## src/rtl/keys_pkg.sv

```systemverilog
// keys_pkg: shared defaults and key polarity for the keyboard front end
package keys_pkg;
    localparam int NUM_KEYS_DEF = 61;
    localparam int PRESCALE_DEF = 12000;
    localparam int DEBOUNCE_TICKS_DEF = 5;
    localparam logic KEY_PRESSED = 1'b1;
endpackage

```

## src/rtl/key_debounce_cell.sv

```systemverilog
// key_debounce_cell: per-key tick counter and clean state flop
module key_debounce_cell
    import keys_pkg::*;
#(
    parameter int DEBOUNCE_TICKS = DEBOUNCE_TICKS_DEF
) (
    input  logic clk_i,
    input  logic rst_i,
    input  logic tick_i,
    input  logic sync_i,
    output logic state_o,
    output logic chg_o
);
    localparam int CW = $clog2(DEBOUNCE_TICKS + 1);
    logic [CW-1:0] cnt;
    logic diff;
    assign diff = sync_i != state_o;
    assign chg_o = tick_i && diff && cnt == CW'(DEBOUNCE_TICKS - 1);
    always_ff @(posedge clk_i) begin
        if (rst_i) begin
            cnt <= '0;
            state_o <= ~KEY_PRESSED;
        end else if (tick_i) begin
            cnt <= (diff && !chg_o) ? cnt + 1'b1 : '0;
            if (chg_o) state_o <= sync_i;
        end
    end
endmodule

```

## src/rtl/key_debounce_sync.sv

```systemverilog
// key_debounce_sync: two-flop synchronizer plus per-key debounce of the key matrix lines.
// KEYS_DEBOUNCE_EN builds the prescaler/counter path; without it keys_o follows the synchronizer.
module key_debounce_sync
    import keys_pkg::*;
#(
    parameter int NUM_KEYS = NUM_KEYS_DEF,
    parameter int PRESCALE = PRESCALE_DEF,
    parameter int DEBOUNCE_TICKS = DEBOUNCE_TICKS_DEF
) (
    input  logic                clk_i,
    input  logic                rst_i,
    input  logic [NUM_KEYS-1:0] keys_i,
    output logic [NUM_KEYS-1:0] keys_o,
    output logic                keys_chg_o
);
    logic [NUM_KEYS-1:0] s1, s2;
    if (NUM_KEYS < 1 || NUM_KEYS > 4096 || PRESCALE < 2 || DEBOUNCE_TICKS < 1) begin : g_bad_param
        $error("key_debounce_sync: illegal parameter value");
    end
    always_ff @(posedge clk_i) begin
        if (rst_i) begin
            s1 <= '0;
            s2 <= '0;
        end else begin
            s1 <= keys_i;
            s2 <= s1;
        end
    end
`ifdef KEYS_DEBOUNCE_EN
    localparam int PW = $clog2(PRESCALE);
    logic [PW-1:0] pre;
    logic tick;
    logic [NUM_KEYS-1:0] chg;
    assign tick = pre == PW'(PRESCALE - 1);
    always_ff @(posedge clk_i) begin
        if (rst_i) pre <= '0;
        else pre <= tick ? '0 : pre + 1'b1;
    end
    for (genvar n = 0; n < NUM_KEYS; n++) begin : g_cell
        key_debounce_cell #(.DEBOUNCE_TICKS(DEBOUNCE_TICKS)) u_cell (
            .clk_i  (clk_i),
            .rst_i  (rst_i),
            .tick_i (tick),
            .sync_i (s2[n]),
            .state_o(keys_o[n]),
            .chg_o  (chg[n])
        );
    end
    always_ff @(posedge clk_i) begin
        if (rst_i) keys_chg_o <= 1'b0;
        else keys_chg_o <= |chg;
    end
`else
    always_ff @(posedge clk_i) begin
        if (rst_i) begin
            keys_o <= '0;
            keys_chg_o <= 1'b0;
        end else begin
            keys_o <= s2;
            keys_chg_o <= |(s2 ^ keys_o);
        end
    end
`endif
endmodule

```

## config.mk

```make
export PLATFORM = sky130hd
export DESIGN_NAME = key_debounce_sync
export DESIGN_NICKNAME = d
export VERILOG_FILES = /design/src/rtl/keys_pkg.sv /design/src/rtl/key_debounce_cell.sv /design/src/rtl/key_debounce_sync.sv
export SDC_FILE = /design/constraint.sdc
export NUM_CORES = 1
export LEC_CHECK = 0
export ABC_AREA = 1
export CAP_MARGIN = 20
export CELL_PAD_IN_SITES_DETAIL_PLACEMENT = 2
export CELL_PAD_IN_SITES_GLOBAL_PLACEMENT = 2
export CORE_MARGIN = 2
export CORE_UTILIZATION = 27
export CTS_BUF_LIST = sky130_fd_sc_hd__clkbuf_8
export DETAILED_ROUTE_END_ITERATION = 7
export PLACE_DENSITY_LB_ADDON = 0.1
export SLEW_MARGIN = 20
export SYNTH_ARGS = -nofsm -noshare
export SYNTH_HDL_FRONTEND = slang
export SYNTH_SLANG_ARGS = --single-unit
export TNS_END_PERCENT = 30
```

## constraint.sdc

```tcl
create_clock -name clk_i -period 1 [get_ports clk_i]
set_input_delay 0.2 -clock clk_i [delete_from_list [all_inputs] [get_ports clk_i]]
set_output_delay 0.2 -clock clk_i [all_outputs]
set_load 0.05 [all_outputs]
```

==> results by group <==
Outcome
  • Outcome: complete, but fails checks
  • Violated checks: setup timing

Power
  • Worst VDD drop: 0.679 mV
  • Clock power share: 33.8%
  • Int Pwr: 10.5 mW
  • Power Total: 14.4 mW
  • Leakage power: 4.82 nW
  • Pwr Density: 1410 nW/um^2
  • Reg power frac: 53.1%
  • Switching share of power: 27.3%
  • P_sw: 3.93 mW
  • Logic pwr share: 13.0%

Timing
  • # setup viols final: 63
  • Worst setup margin: -0.307 ns
  • Tcrit/Tclk final: 131%
  • Slew margin rel.: 81.0%
  • F_max: 765 MHz
  • Hold Violations, Final: 0
  • Final worst path period need: 1.31 ns
  • Max Slew Vio Count: 0
  • RSZ-0062 raised after global routing: true
  • Setup Skew: 0.0169 ns
  • Least-Margin Pin Slew: 0.285 ns

Finish
  • Area delta synth->final: 63.9%
  • Fill cells: 2506
  • Ant diodes: 0
  • Nets: 1151
  • Final Util: 45.1%
  • Area of the multi-input gates: 1620 sq um
  • Share of cells above drive strength 1: 29.4%
  • Storage element area: 3920 sq um

Floorplan
  • Die area: 24300 sq um
  • Die Width: 156 um
  • Row count: 55
  • Core box area: 22600 sq um
  • Chip height: 156 um
  • Top Ports: 125
  • Initial Util: 27.5%

Yosys
  • Ys Warns: 0
  • Number of synthesized register bits: 184
  • Most common cell in the netlist: inv_1
  • Synth area leaders: dfxtp_1 (59%), inv_1 (14%), nor2_1 (13%), nand2_1 (10%), buf_2 (1.4%)
  • Area leader, netlist: dfxtp_1
  • Net Count, Synth: 904
  • Post-Syn Area per Cell: 7.41 sq um
  • Seq/Total Area, Yosys: 59.1%
  • Async set-reset flop share out of synthesis: 0%
  • Synth Cell Area: 6230 sq um
  • Most frequent cells after synthesis: inv_1 (233), nor2_1 (222), dfxtp_1 (184)
  • Post-synth cell types: 9
  • EDFF count, synth: 0
  • Syn Inst Count: 841
  • Yosys top cell area share: 59.1%
  • Synth Flop Type: dfxtp_1

Global routing
  • Vias in the first global route: 6084
  • GRT Residual Overflow: 0
  • Largest net degree at the start of global routing: 60
  • First-pass GRT wire length: 28300 um
  • GR Util All Layers: 14.9%
  • Number of antenna violations at the first check in global routing: 0

Routing
  • Via Count: 5500
  • Detailed-route DRC error count: 0
  • ANT nets after route: 0
  • Avg WL per Cell: 12.1 um
  • 1st-pass router iterations: 4
  • Iteration-0 DRC Markers: 115
  • Final WL: 16700 um
  • Vias per cell: 3.97

Worst setup path
  • Crit path buffers/inverters: 1
  • Critical Path Source Type: register
  • Setup Crit Path Kind: reg -> reg
  • Cell family with most CP delay: simple AND/OR/NAND/NOR gates
  • CP max-delay cell: dfxtp_1
  • Crit path top cell by count: nand2_1
  • Largest stage delay on the critical path: 0.34 ns
  • Worst Path Arrival: 1.66 ns
  • Critical Path RT: 1.36 ns
  • Critical Path Fanout Max: 2
  • Crit path capture type: register
  • Crit-path cells: inv_1 -> nand2_1 -> nand2_1 -> nor2_1 -> nand2_1 -> nor2_4 -> nand2_2 -> nor2_2 -> a21oi_2

CTS
  • Clk slew on worst S/H paths: 0.09 ns
  • Worst-Skew Late Latency: 0.47 ns
  • Max clock buf depth: 2
  • # clock sinks: 184
  • H-Tree Depth: 4
  • TritonCTS clock tree: built
  • Clock Tree Root: clkbuf_8
  • Hold_buf cts: 0
  • Cts bufs inserted: 17

Placed design
  • Placer Congestion: 0.686
  • PortBufs: 124
  • DP HPWL: 12000 um

Flow run
  • Reported max-cap violation count: 0

Worst hold path
  • Hold Crit Class: in -> reg
==> layout by cell type (no fill, tap or decap) <==
cell type / count
clkdlybuf4s50_1: 61
clkinv_4: 2
dfxtp_1: 117
nor2_2: 7
nand2_1: 167
nor2_4: 3
inv_8: 2
a21oi_2: 1
clkbuf_8: 17
nand2_2: 3
dfxtp_4: 59
xor2_1: 8
inv_6: 5
bufinv_16: 1
nor2_1: 212
xnor2_1: 3
dfxtp_2: 8
buf_6: 63
inv_1: 209
inv_2: 26
clkinv_2: 1
buf_4: 59
buf_12: 65
clkinvlp_4: 2
==> cell families (layout without fill, tap and decap cells) <==
logic type | after synthesis | count (layout) | synth area share [%]
buffers and inverters | 253 | 513 | 15.6
AO/OA/AOI/OAI | 1 | 1 | 0.0803
flip-flops | 184 | 184 | 59.1
XOR/XNOR | 11 | 11 | 1.55
AND/OR/NAND/NOR | 392 | 392 | 23.6
==> power groups by stage <==
stage               Combinational, mW  Sequential [mW]  Clock, mW
floorplan                       0.575             8.03          0
global placement                 1.74             7.81          0
detailed placement               1.79             7.83          0
CTS                              1.88             7.67       5.19
global route                     2.08             7.71       5.48
finish                           1.88             7.67       4.88
==> per-stage QoR <==
step           std cells  hold slack, ns  setup TNS, ns  setup slack (ns)  cell area, sq um
5_1_grt             1386          0.0939         -22.00            -0.449             10200
2_1_floorplan        841           0.307        -0.0792           -0.0792              6450
6_report            1386           0.138         -17.15            -0.307             10200
3_3_place_gp        1345           0.391         -0.325            -0.325              9480
3_5_place_dp        1345           0.397         -0.395            -0.395              9480
4_1_cts             1386          0.0941         -20.70            -0.352             10200
==> repair_timing <==
action,4_1_cts,5_1_grt
endpoints found under the setup margin,63,63
pin swaps,0,9
gates resized for setup,67,18
setup buffers,9,0
endpoints found under the hold margin,0,0
==> state kept, by name, indices dropped and copies added, names as in the netlist <==
| signal | count |
|---|---|
| keys_o | 61 |
| s1 | 61 |
| s2 | 61 |
| keys_chg_o | 1 |
==> final timing paths <==
| kind | slack, ns | cells after the start | endpoint | start |
|---|---|---|---|---|
| setup / recovery | -0.31 | 9 | keys_chg_o | s2[24] |
| hold / removal | 0.14 | 3 | keys_chg_o | rst_i |
| setup reg to reg | -0.31 | 9 | keys_chg_o | s2[24] |
| hold reg to reg | 0.40 | 2 | s2[15] | s1[15] |
==> cell type report <==
| type | count | share of cell area [%] |
|---|---|---|
| Clock inverter | 15 | 1.38 |
| Sequential cell | 184 | 38.3 |
| Inverter | 233 | 8.57 |
| Tap cell | 285 | 3.49 |
| Timing Repair Buffer | 248 | 30.0 |
| Clock buffer | 17 | 2.29 |
| Multi-Input combinational cell | 404 | 15.9 |
==> routing by layer <==
layer  GRT usage, %  share of wire (%)  routed length [um]
met1           16.8                 42                6970
met2           27.7                 54                9010
met3           4.03                3.5                 586
met4           3.63               0.95                 159
met5              0                  0                   0
==> worst reg2reg max path: stages (launching register included) <==
cell and delay (ns):
dfxtp_1 0.34, inv_1 0.06, nand2_1 0.06, nand2_1 0.05, nor2_1 0.10, nand2_1 0.11, nor2_4 0.17, nand2_2 0.10
nor2_2 0.14, a21oi_2 0.07
No activity file was read; power rests on OpenSTA's default activity.
